`src/rtl/synapse_pkg.sv`:
```
// synapse_pkg: shared defaults and sizing helpers for the synapse array
package synapse_pkg;
    localparam int N_CH_DEF = 4;
    localparam int MAX_DELAY_DEF = 8;
    localparam int DLY_W_DEF = 4;
    localparam int W_W_DEF = 4;
    localparam int DEFAULT_DELAY_DEF = 2;
    localparam int DEFAULT_WEIGHT_DEF = 1;
    function automatic int clog2(input int v);
        int r;
        r = 0;
        while ((1 << r) < v) r++;
        return r;
    endfunction
    localparam int SUM_W_DEF = W_W_DEF + clog2(N_CH_DEF);
endpackage

```
`src/rtl/synapse_delay_ch.sv`:
```
// synapse_delay_ch: one synapse channel with a programmable delay line and a signed weight
module synapse_delay_ch #(
    parameter int MAX_DELAY = 8,
    parameter int DLY_W = 4,
    parameter int W_W = 4,
    parameter int DEFAULT_DELAY = 2,
    parameter int DEFAULT_WEIGHT = 1
) (
    input  logic             clk,
    input  logic             rst,
    input  logic             spike,
    input  logic             we,
    input  logic [DLY_W-1:0] delay_in,
    input  logic [W_W-1:0]   weight_in,
    output logic             spike_out,
    output logic [W_W-1:0]   weight
);
    logic [MAX_DELAY-1:0] sr;
    logic [DLY_W-1:0] delay;
    logic [DLY_W-1:0] tap;
    always_ff @(posedge clk) begin
        if (rst) begin
            sr <= '0;
            delay <= DLY_W'(DEFAULT_DELAY);
            weight <= W_W'(DEFAULT_WEIGHT);
        end else if (we) begin
            sr <= '0;
            delay <= delay_in;
            weight <= weight_in;
        end else begin
            sr <= {sr[MAX_DELAY-2:0], spike};
        end
    end
    assign tap = (delay == '0) ? '0 :
                 (delay > DLY_W'(MAX_DELAY)) ? DLY_W'(MAX_DELAY - 1) : delay - DLY_W'(1);
    always_comb begin
        spike_out = 1'b0;
        for (int k = 0; k < MAX_DELAY; k++)
            if (tap == DLY_W'(k)) spike_out = sr[k];
    end
endmodule

```
`src/rtl/synapse_array.sv`:
```
// synapse_array: bank of delayed, weighted synapses summed into a registered postsynaptic current
module synapse_array import synapse_pkg::*; #(
    parameter int N_CH = N_CH_DEF,
    parameter int MAX_DELAY = MAX_DELAY_DEF,
    parameter int DLY_W = DLY_W_DEF,
    parameter int W_W = W_W_DEF,
    parameter int DEFAULT_DELAY = DEFAULT_DELAY_DEF,
    parameter int DEFAULT_WEIGHT = DEFAULT_WEIGHT_DEF,
    localparam int CH_W = clog2(N_CH),
    localparam int SUM_W = W_W + clog2(N_CH)
) (
    input  logic                    clk,
    input  logic                    rst,
    input  logic [N_CH-1:0]         spike_in,
    input  logic                    cfg_we,
    input  logic [CH_W-1:0]         cfg_ch,
    input  logic [DLY_W-1:0]        cfg_delay,
    input  logic [W_W-1:0]          cfg_weight,
    output logic [N_CH-1:0]         spike_out,
    output logic signed [SUM_W-1:0] psc_out,
    output logic                    psc_valid
);
    logic [W_W-1:0] weight [N_CH];
    logic [N_CH-1:0] we;
    logic signed [SUM_W-1:0] sum;
    for (genvar i = 0; i < N_CH; i++) begin : g_ch
        assign we[i] = cfg_we && cfg_ch == CH_W'(i);
        synapse_delay_ch #(
            .MAX_DELAY(MAX_DELAY),
            .DLY_W(DLY_W),
            .W_W(W_W),
            .DEFAULT_DELAY(DEFAULT_DELAY),
            .DEFAULT_WEIGHT(DEFAULT_WEIGHT)
        ) u_ch (
            .clk(clk),
            .rst(rst),
            .spike(spike_in[i]),
            .we(we[i]),
            .delay_in(cfg_delay),
            .weight_in(cfg_weight),
            .spike_out(spike_out[i]),
            .weight(weight[i])
        );
    end
    always_comb begin
        sum = '0;
        for (int i = 0; i < N_CH; i++)
            if (spike_out[i]) sum = sum + SUM_W'($signed(weight[i]));
    end
    always_ff @(posedge clk) begin
        if (rst) begin
            psc_out <= '0;
            psc_valid <= 1'b0;
        end else begin
            psc_out <= sum;
            psc_valid <= |spike_out;
        end
    end
endmodule

```
`config.mk`:
```
export PLATFORM = sky130hd
export DESIGN_NAME = synapse_array
export DESIGN_NICKNAME = d
export VERILOG_FILES = /design/src/rtl/synapse_pkg.sv /design/src/rtl/synapse_delay_ch.sv /design/src/rtl/synapse_array.sv
export SDC_FILE = /design/constraint.sdc
export NUM_CORES = 1
export LEC_CHECK = 0
export BUFFER_PORTS_ARGS = -buffer_cell sky130_fd_sc_hd__buf_2
export CAP_MARGIN = 20
export CORE_MARGIN = 1.5
export CORE_UTILIZATION = 40
export CTS_BUF_LIST = sky130_fd_sc_hd__clkbuf_4 sky130_fd_sc_hd__clkbuf_8 sky130_fd_sc_hd__clkbuf_16
export DETAILED_ROUTE_END_ITERATION = 8
export PLACE_DENSITY = 0.67
export SYNTH_ARGS = -nofsm -noshare
export SYNTH_HDL_FRONTEND = slang
export SYNTH_SLANG_ARGS = --single-unit
```
`constraint.sdc`:
```
create_clock -name clk -period 11.7 [get_ports clk]
set_input_delay 0.585 -clock clk [delete_from_list [all_inputs] [get_ports clk]]
set_output_delay 0.585 -clock clk [all_outputs]
set_load 0.01 [all_outputs]
```
==> metrics.md, run 1 <==
| Metric | Value |
|---|---|
| F_max | `between 150 and 200 MHz` |
| Vias in the first global route | `~2900` |
| Critical path depth | `26` |
| Metal2 WL | `~3900 um` |
| Post-Route WL | `slightly above 8000 um` |
| CP startpoint | `g_ch[0].u_ch.delay[0]$_SDFFE_PP0P_` |
| Area growth from synthesis to layout | `9.886%` |
| NumNets Final | `~510` |
| Ratio of cells with drive above 1 in the final layout | `0.1216` |
| Residual DRC | `0` |
| Worst-Margin Slew | `about 0.95 ns` |
| Slowest cell on crit path | `dfxtp_1` |
| DIE AREA | `10440 um2` |
| RSZ-0062 raised after global routing | `false` |
| Req. time, crit path | `~12 ns` |
| Relative slew slack | `0.3652` |
| Worst vdd ir | `about 0.06 mV` |
| Total power | `about 0.00056 W` |
| Syn nets | `a little under 500` |
| Status | `finished, final reports clean` |
| H-tree levels | `3` |
| Slew Viols, Final | `0` |
| #FFs+latches synth | `approximately 70` |
| Clock buffer depth | `2` |
| Synth area leader | `dfxtp_1` |
| CTS Sinks | `71` |
| CP Data Arrival Time | `6.57 ns` |
| DR vias/cell | `roughly 5.3` |
| Minimum clock period | `around 6.4 ns` |
| Die Span X | `102.2 um` |
| Syn Std Cell Area | `between 3000 and 4000 um2` |
| Post-synthesis async set-or-reset flop share | `0` |
| Slowest cell delay on critical path | `approximately 0.53 ns` |
| Avg Inst Size Synth | `8.594 um2` |
| Setup violators final | `0` |
| Synth Instances | `approximately 460` |
| CTS tree | `done` |
| Number of synthesized flops with an enable pin | `0` |
| M1 WL | `roughly 4000 um` |
| Worst path bufs/invs | `4` |
| Most common cell after layout, fill and taps aside | `dfxtp_1` |
| Post-CTS Setup Repair Bufs | `0` |
| 1st-pass router iterations | `6` |
| R2r worst-path depth | `26` |
| Most frequent cells in the layout | `dfxtp_1 (71), nand2_1 (45), nor2_1 (34), and2_1 (34), a21oi_1 (33)` |
| Overflow left after global routing | `0` |
| Routed via count | `roughly 3200` |
| CTS resizes | `0` |
| Placer Congestion | `0.8744` |
| Core ar. | `roughly 9600 um2` |
| R2r endpoint | `psc_out[5]$_SDFF_PP0_` |
| Overall Global Routing Usage | `0.1645` |
| Worst Setup Start Kind | `register` |
| Area share of the largest cell type after synthesis | `0.3611` |
| Min-Delay Endpoint | `g_ch[1].u_ch.sr[0]$_SDFF_PP0_` |
| Clock skew | `0.006097 ns` |
| Post-CTS Hold Buffers | `0` |
| I/O pin total | `28` |
| Worst r2r src | `g_ch[0].u_ch.delay[0]$_SDFFE_PP0P_` |
| Hold WC Path Type | `input port to register` |
| Seq/Total Area, Yosys | `0.3611` |
| Post-DP HPWL | `roughly 6100 um` |
| Crit Path Category | `register to register` |
| Clk_lat worst skew | `0.34 ns` |
| Antenna-violating nets left | `0` |
| Hold Fails Final Rpt | `0` |
| Hold Crit Start | `spike_in[1]` |
| R2r setup slk | `approximately 5.3 ns` |
| Initial Utilization | `0.4084` |
| CP top delay family | `compound AO/OA/AOI/OAI gates` |
| Hold depth | `2` |
| Setup TNS | `0 ns` |
| CTS buffer count | `9` |
| Ys flop type | `dfxtp_1` |
| Post-synth cell types | `66` |
| Die Y | `between 100 and 150 um` |
| Row Count | `36` |
| Largest net degree at the start of global routing | `50` |
| First-pass GRT wire length | `about 14000 um` |
| Critical Path Sink Type | `register` |
| Critical-path maximum fanout | `11` |
| Reg clk slew, reported paths | `roughly 0.080 ns` |
| # Max-Cap Violations | `0` |
| Initial DRC count | `between 100 and 150` |
| Clk root buf | `clkbuf_8` |
| Leakage | `between 1.5 and 2 nW` |
| Power Density | `between 100 and 150 nW/um2` |
| Inserted Diodes | `0` |
| Tcrit/Tclk final | `0.5451` |
| Antenna violations before repair | `0` |
| Total number of yosys warnings | `0` |
| Top cells by area, synth | `dfxtp_1 (36%), ha_1 (5.7%), and2_1 (5.4%)` |
| Routed len/inst | `approximately 14 um` |
| Top Metal Used | `met4` |
| Met3 WL post-DR | `approximately 300 um` |
| Number of port buffers | `27` |
cell families after synthesis:
| group | after synthesis | share of synthesized area |
|---|---|---|
| simple gates | 184 | 0.2514 |
| compound gates | 103 | 0.1863 |
| flops | 71 | 0.3611 |
| buf+inv | 50 | 0.05595 |
| fa+ha+maj | 21 | 0.07247 |
| mux | 20 | 0.05276 |
| xor+xnor | 9 | 0.02003 |
state kept, by name, indices dropped and copies added, names as in the netlist:
name              count
psc_valid             1
g_ch.u_ch.weight     16
g_ch.u_ch.sr         32
psc_out               6
g_ch.u_ch.delay      16
stage by stage:
| step | cell area [um2] | setup WS [ns] | utilization | cells | hold slack [ns] |
|---|---|---|---|---|---|
| 2_1_floorplan | 3936 | 5.957 | - | 458 | 0.4204 |
| 3_3_place_gp | 4124 | 5.638 | 0.4278 | 595 | 0.4302 |
| 3_5_place_dp | 4124 | 5.412 | 0.4278 | 595 | 0.4358 |
| 4_1_cts | 4325 | 5.339 | 0.4487 | 610 | 0.4297 |
| 5_1_grt | 4325 | 4.803 | 0.4487 | 610 | 0.4337 |
| 6_report | 4325 | 5.322 | 0.4487 | 610 | 0.4356 |
cell usage after synthesis (all sizes together), types with 4 or more instances:
| cell | count |
|---|---|
| a22oi | 4 |
| a221o | 4 |
| a31oi | 4 |
| nand3b | 4 |
| nor3 | 5 |
| nor2 | 34 |
| o21ai | 12 |
| and2 | 34 |
| nand3 | 7 |
| ha | 18 |
| a211oi | 7 |
| nor3b | 4 |
| nor2b | 17 |
| nand2 | 45 |
| buf | 13 |
| clkbuf | 10 |
| and3 | 8 |
| xnor2 | 6 |
| a21oi | 33 |
| mux2 | 6 |
| dfxtp | 71 |
| a21o | 5 |
| a211o | 10 |
| inv | 27 |
| nand2b | 10 |
| mux2i | 14 |
cell type report:
class	instances	area (um2)
flip-flops and latches	71	1421
repair buffers	27	135.1
multi-input cells	337	2300
clock buffers	12	158.9
inverters	27	101.3
clock inverters	3	42.54
well taps	133	166.4
fillers	976	5314
layer usage:
layer,global-route usage,vias up
met5,0,-
met2,0.2680,54
li1,-,1626
met3,0.04172,12
met4,0.04426,0
met1,0.2171,1511
worst register-to-register path, stage by stage (launching register included):
cell and delay [ns]:
dfxtp_1 0.53, inv_1 0.11, ha_1 0.45, a21o_1 0.16, o221ai_1 0.11, a211o_1 0.32
a211oi_2 0.47, nand2_1 0.13, inv_1 0.08, ha_1 0.15, inv_1 0.05, fa_1 0.39
xor2_1 0.17, mux2_2 0.29, inv_1 0.06, ha_1 0.26, a21o_1 0.20, a21oi_1 0.16
xnor2_1 0.09, mux2_2 0.27, ha_1 0.33, and3_1 0.17, a2111oi_0 0.49, xnor2_1 0.18
a211o_1 0.34, a211oi_1 0.22, nor3_1 0.06
power by group:
group	switching, W	leakage (nW)	internal [W]
logic	0.0000556	1.22	0.0000420
clock network	0.0000890	0.102	0.000111
registers	0.00000666	0.578	0.000251
worst max-delay path by stage:
stage / endpoint
detailed placement: psc_out[5]$_SDFF_PP0_
global placement: psc_out[5]$_SDFF_PP0_
finish: psc_out[5]$_SDFF_PP0_
CTS: psc_out[5]$_SDFF_PP0_
global route: psc_out[5]$_SDFF_PP0_
floorplan: psc_out[5]$_SDFF_PP0_
No activity file was read; power rests on OpenSTA's default activity.
==> inputs of run 2 (changes only) <==
--- a/config.mk
+++ b/config.mk
@@ -11,7 +11,7 @@
 export CORE_UTILIZATION = 40
 export CTS_BUF_LIST = sky130_fd_sc_hd__clkbuf_4 sky130_fd_sc_hd__clkbuf_8 sky130_fd_sc_hd__clkbuf_16
 export DETAILED_ROUTE_END_ITERATION = 8
-export PLACE_DENSITY = 0.67
+export PLACE_DENSITY = 0.69
 export SYNTH_ARGS = -nofsm -noshare
 export SYNTH_HDL_FRONTEND = slang
 export SYNTH_SLANG_ARGS = --single-unit
==> constraint.sdc (replaced) <==
create_clock -name clk -period 5.4 [get_ports clk]
set_input_delay 0.27 -clock clk [delete_from_list [all_inputs] [get_ports clk]]
set_output_delay 0.27 -clock clk [all_outputs]
set_load 0.01 [all_outputs]
==> metrics.md, run 2 (synthesis results as in run 1) <==
| Metric | Value |
|---|---|
| Clock skew | `0.008730 ns (+0.002633 ns)` |
| Slew Viols, Final | `0 (unchanged)` |
| Reg clk slew, reported paths | `0.08 ns (about the same)` |
| Most flop-heavy register | `g_ch.u_ch.sr` |
| Overflow left after global routing | `0 (unchanged)` |
| Clk root buf | `clkbuf_8` |
| CP Data Arrival Time | `5.51 ns (-1.06 ns)` |
| Row Count | `36 (unchanged)` |
| CTS Sinks | `71 (unchanged)` |
| Critical Path Sink Type | `register` |
| Vias in the first global route | `3060 (+7.1%)` |
| Hold Fails Final Rpt | `0 (unchanged)` |
| Initial DRC count | `120 (-15%)` |
| Worst r2r src | `g_ch[0].u_ch.delay[1]$_SDFFE_PP1P_` |
| Antenna violations before repair | `0 (unchanged)` |
| F_max | `188.9 MHz (+20%)` |
| Status | `finished, final reports clean` |
| Core ar. | `9639 um2 (unchanged)` |
| Antenna-violating nets left | `0 (unchanged)` |
| Largest net degree at the start of global routing | `50 (unchanged)` |
| CTS tree | `done` |
| Clk_lat worst skew | `0.34 ns (about the same)` |
| Routed len/inst | `14.00 um (+2.7%)` |
| Relative slew slack | `0.3614 (-0.003807)` |
| Initial Utilization | `0.4084 (unchanged)` |
| Setup violators final | `0 (unchanged)` |
| Filler instances | `940 (-3.7%)` |
| CTS buffer count | `9 (unchanged)` |
| NumNets Final | `539 (+5.5%)` |
| R2r endpoint | `psc_out[5]$_SDFF_PP0_` |
| Req. time, crit path | `5.61 ns (-6.29 ns)` |
| Ratio of cells with drive above 1 in the final layout | `0.2273 (+0.1057)` |
| Number of port buffers | `27 (unchanged)` |
| Final Hold Slack | `0.1219 ns (-0.3137 ns)` |
| Power Density | `273.1 nW/um2 (+110%)` |
| First-pass GRT wire length | `14500 um (+7.1%)` |
| Worst-Margin Slew | `0.9537 ns (+0.005686 ns)` |
| DR vias/cell | `5.247 (about the same)` |
| Tcrit/Tclk final | `0.9803 (+0.4352)` |
| H-tree levels | `3 (unchanged)` |
| Total power | `0.001291 W (+130%)` |
| Inserted Diodes | `0 (unchanged)` |
| DIE AREA | `10440 um2 (unchanged)` |
| Post-Route WL | `8947 um (+7.6%)` |
| Most common cell after layout, fill and taps aside | `dfxtp_1` |
| Area growth from synthesis to layout | `20.12%` |
| I/O pin total | `28 (unchanged)` |
| Largest regs | `g_ch.u_ch.sr x32, g_ch.u_ch.delay x16, g_ch.u_ch.weight x16` |
| Residual DRC | `0 (unchanged)` |
| CP startpoint | `g_ch[0].u_ch.delay[1]$_SDFFE_PP1P_` |
| Post-DP HPWL | `6510 um (+6.7%)` |
| Routed via count | `3353 (+4.7%)` |
| Die Y | `102.2 um (unchanged)` |
| Crit Path Category | `register to register` |
| Critical-path maximum fanout | `5 (-6)` |
| R2r worst-path depth | `25 (-3.8%)` |
| Crit path to | `psc_out[5]$_SDFF_PP0_` |
| Worst Setup Start Kind | `register` |
| # Max-Cap Violations | `0 (unchanged)` |
| 1st-pass router iterations | `4 (-2)` |
| Max FFs per register | `32 (unchanged)` |
| Placer Congestion | `0.8911 (+1.9%)` |
| Worst vdd ir | `0.1172 mV (+93%)` |
| R2r setup slk | `0.11 ns (-5.22 ns)` |
| Most frequent cells in the layout | `dfxtp_1 (69), nand2_1 (44), and2_1 (34), nor2_1 (33), a21oi_1 (30)` |
| Clock buffer depth | `2 (unchanged)` |
| Leakage | `2.061 nW (+8.7%)` |
| RSZ-0062 raised after global routing | `true` |
| Overall Global Routing Usage | `0.1784 (+0.01395)` |
| Hold WC Path Type | `input port to register` |
| Die Span X | `102.2 um (unchanged)` |
| Minimum clock period | `5.294 ns (-1.084 ns)` |
-- run 2: cell count changes in the layout (fill, tap and decap cells not counted), sizes merged --
cell | before | now
buf | 27 | 55
bufinv | 1 | 2
clkbuf | 12 | 10
clkinv | 1 | 2
clkinvlp | 1 | 2
-- run 2: per-stage QoR --
stage	instance area, um2	setup TNS (ns)	std cells	util	setup slack (ns)
global placement	4302	0	614	0.4463	0.05090
detailed placement	4302	-0.1471	614	0.4463	-0.1471
finish	4728	0	639	0.4905	0.1065
global route	4728	-0.1610	639	0.4905	-0.1610
CTS	4534	0	630	0.4704	0.004545
floorplan	3976	0	458	-	0.006101
-- run 2: critical path: stages, from the launching register on --
cell and delay, ns:
dfxtp_2 0.34, inv_2 0.05, ha_4 0.25, buf_6 0.12
nor3b_1 0.13, o211ai_1 0.24, a211oi_2 0.13, a211oi_4 0.29
nand2_1 0.11, inv_1 0.06, ha_2 0.17, inv_2 0.04
fa_2 0.55, mux2i_4 0.08, fa_2 0.36, a21o_1 0.20
a21oi_2 0.13, xnor2_1 0.11, mux2_4 0.29, ha_4 0.25
and3_4 0.18, a2111oi_4 0.36, xnor2_2 0.11, a211o_1 0.30
a211oi_2 0.22, nor3_1 0.07
-- run 2: area by class of cell --
| cell class | count | area [um2] | area share |
|---|---|---|---|
| Multi-Input combinational cell | 337 | 2467 | 0.5218 |
| Clock buffer | 10 | 131.4 | 0.02779 |
| Timing Repair Buffer | 55 | 352.8 | 0.07462 |
| Clock inverter | 6 | 85.08 | 0.01799 |
| Inverter | 27 | 101.3 | 0.02143 |
| Sequential cell | 71 | 1424 | 0.3011 |
| Tap cell | 133 | 166.4 | 0.03519 |
-- run 2: repair_timing --
item                                    in CTS  in global routing
resized for setup                            3                 31
pin swaps                                    1                 23
hold buffers                                 0                  0
setup buffers                                0                  9
endpoints found under the setup margin       1                  1
endpoints found under the hold margin        0                  0
-- run 2: layer usage --
| layer | track usage | vias to the layer above | wire (um) | share of wire |
|---|---|---|---|---|
| li1 | - | 1686 | - | - |
| met1 | 0.2258 | 1586 | 4044 | 0.45 |
| met2 | 0.3006 | 74 | 4505 | 0.50 |
| met3 | 0.04309 | 7 | 304 | 0.034 |
| met4 | 0.05479 | 0 | 92 | 0.010 |
| met5 | 0 | - | 0 | 0 |
-- run 2: power breakdown --
group	leakage, nW	switching [W]	total [W]	internal (W)
clock	0.106	0.000205	0.000468	0.000264
combinational	1.38	0.000140	0.000266	0.000126
sequential	0.578	0.0000133	0.000557	0.000544
-- run 2: worst min path at each step --
stage / from / endpoint / depth (start not counted)
final: spike_in[1] / g_ch[1].u_ch.sr[0]$_SDFF_PP0_ / 2
after global routing: spike_in[2] / g_ch[2].u_ch.sr[0]$_SDFF_PP0_ / 2
after CTS: spike_in[1] / g_ch[1].u_ch.sr[0]$_SDFF_PP0_ / 2
after detailed placement: g_ch[2].u_ch.sr[6]$_SDFF_PP0_ / g_ch[2].u_ch.sr[7]$_SDFF_PP0_ / 1
after global placement: g_ch[3].u_ch.sr[6]$_SDFF_PP0_ / g_ch[3].u_ch.sr[7]$_SDFF_PP0_ / 1
after floorplan: cfg_delay[1] / g_ch[0].u_ch.delay[1]$_SDFFE_PP1P_ / 1
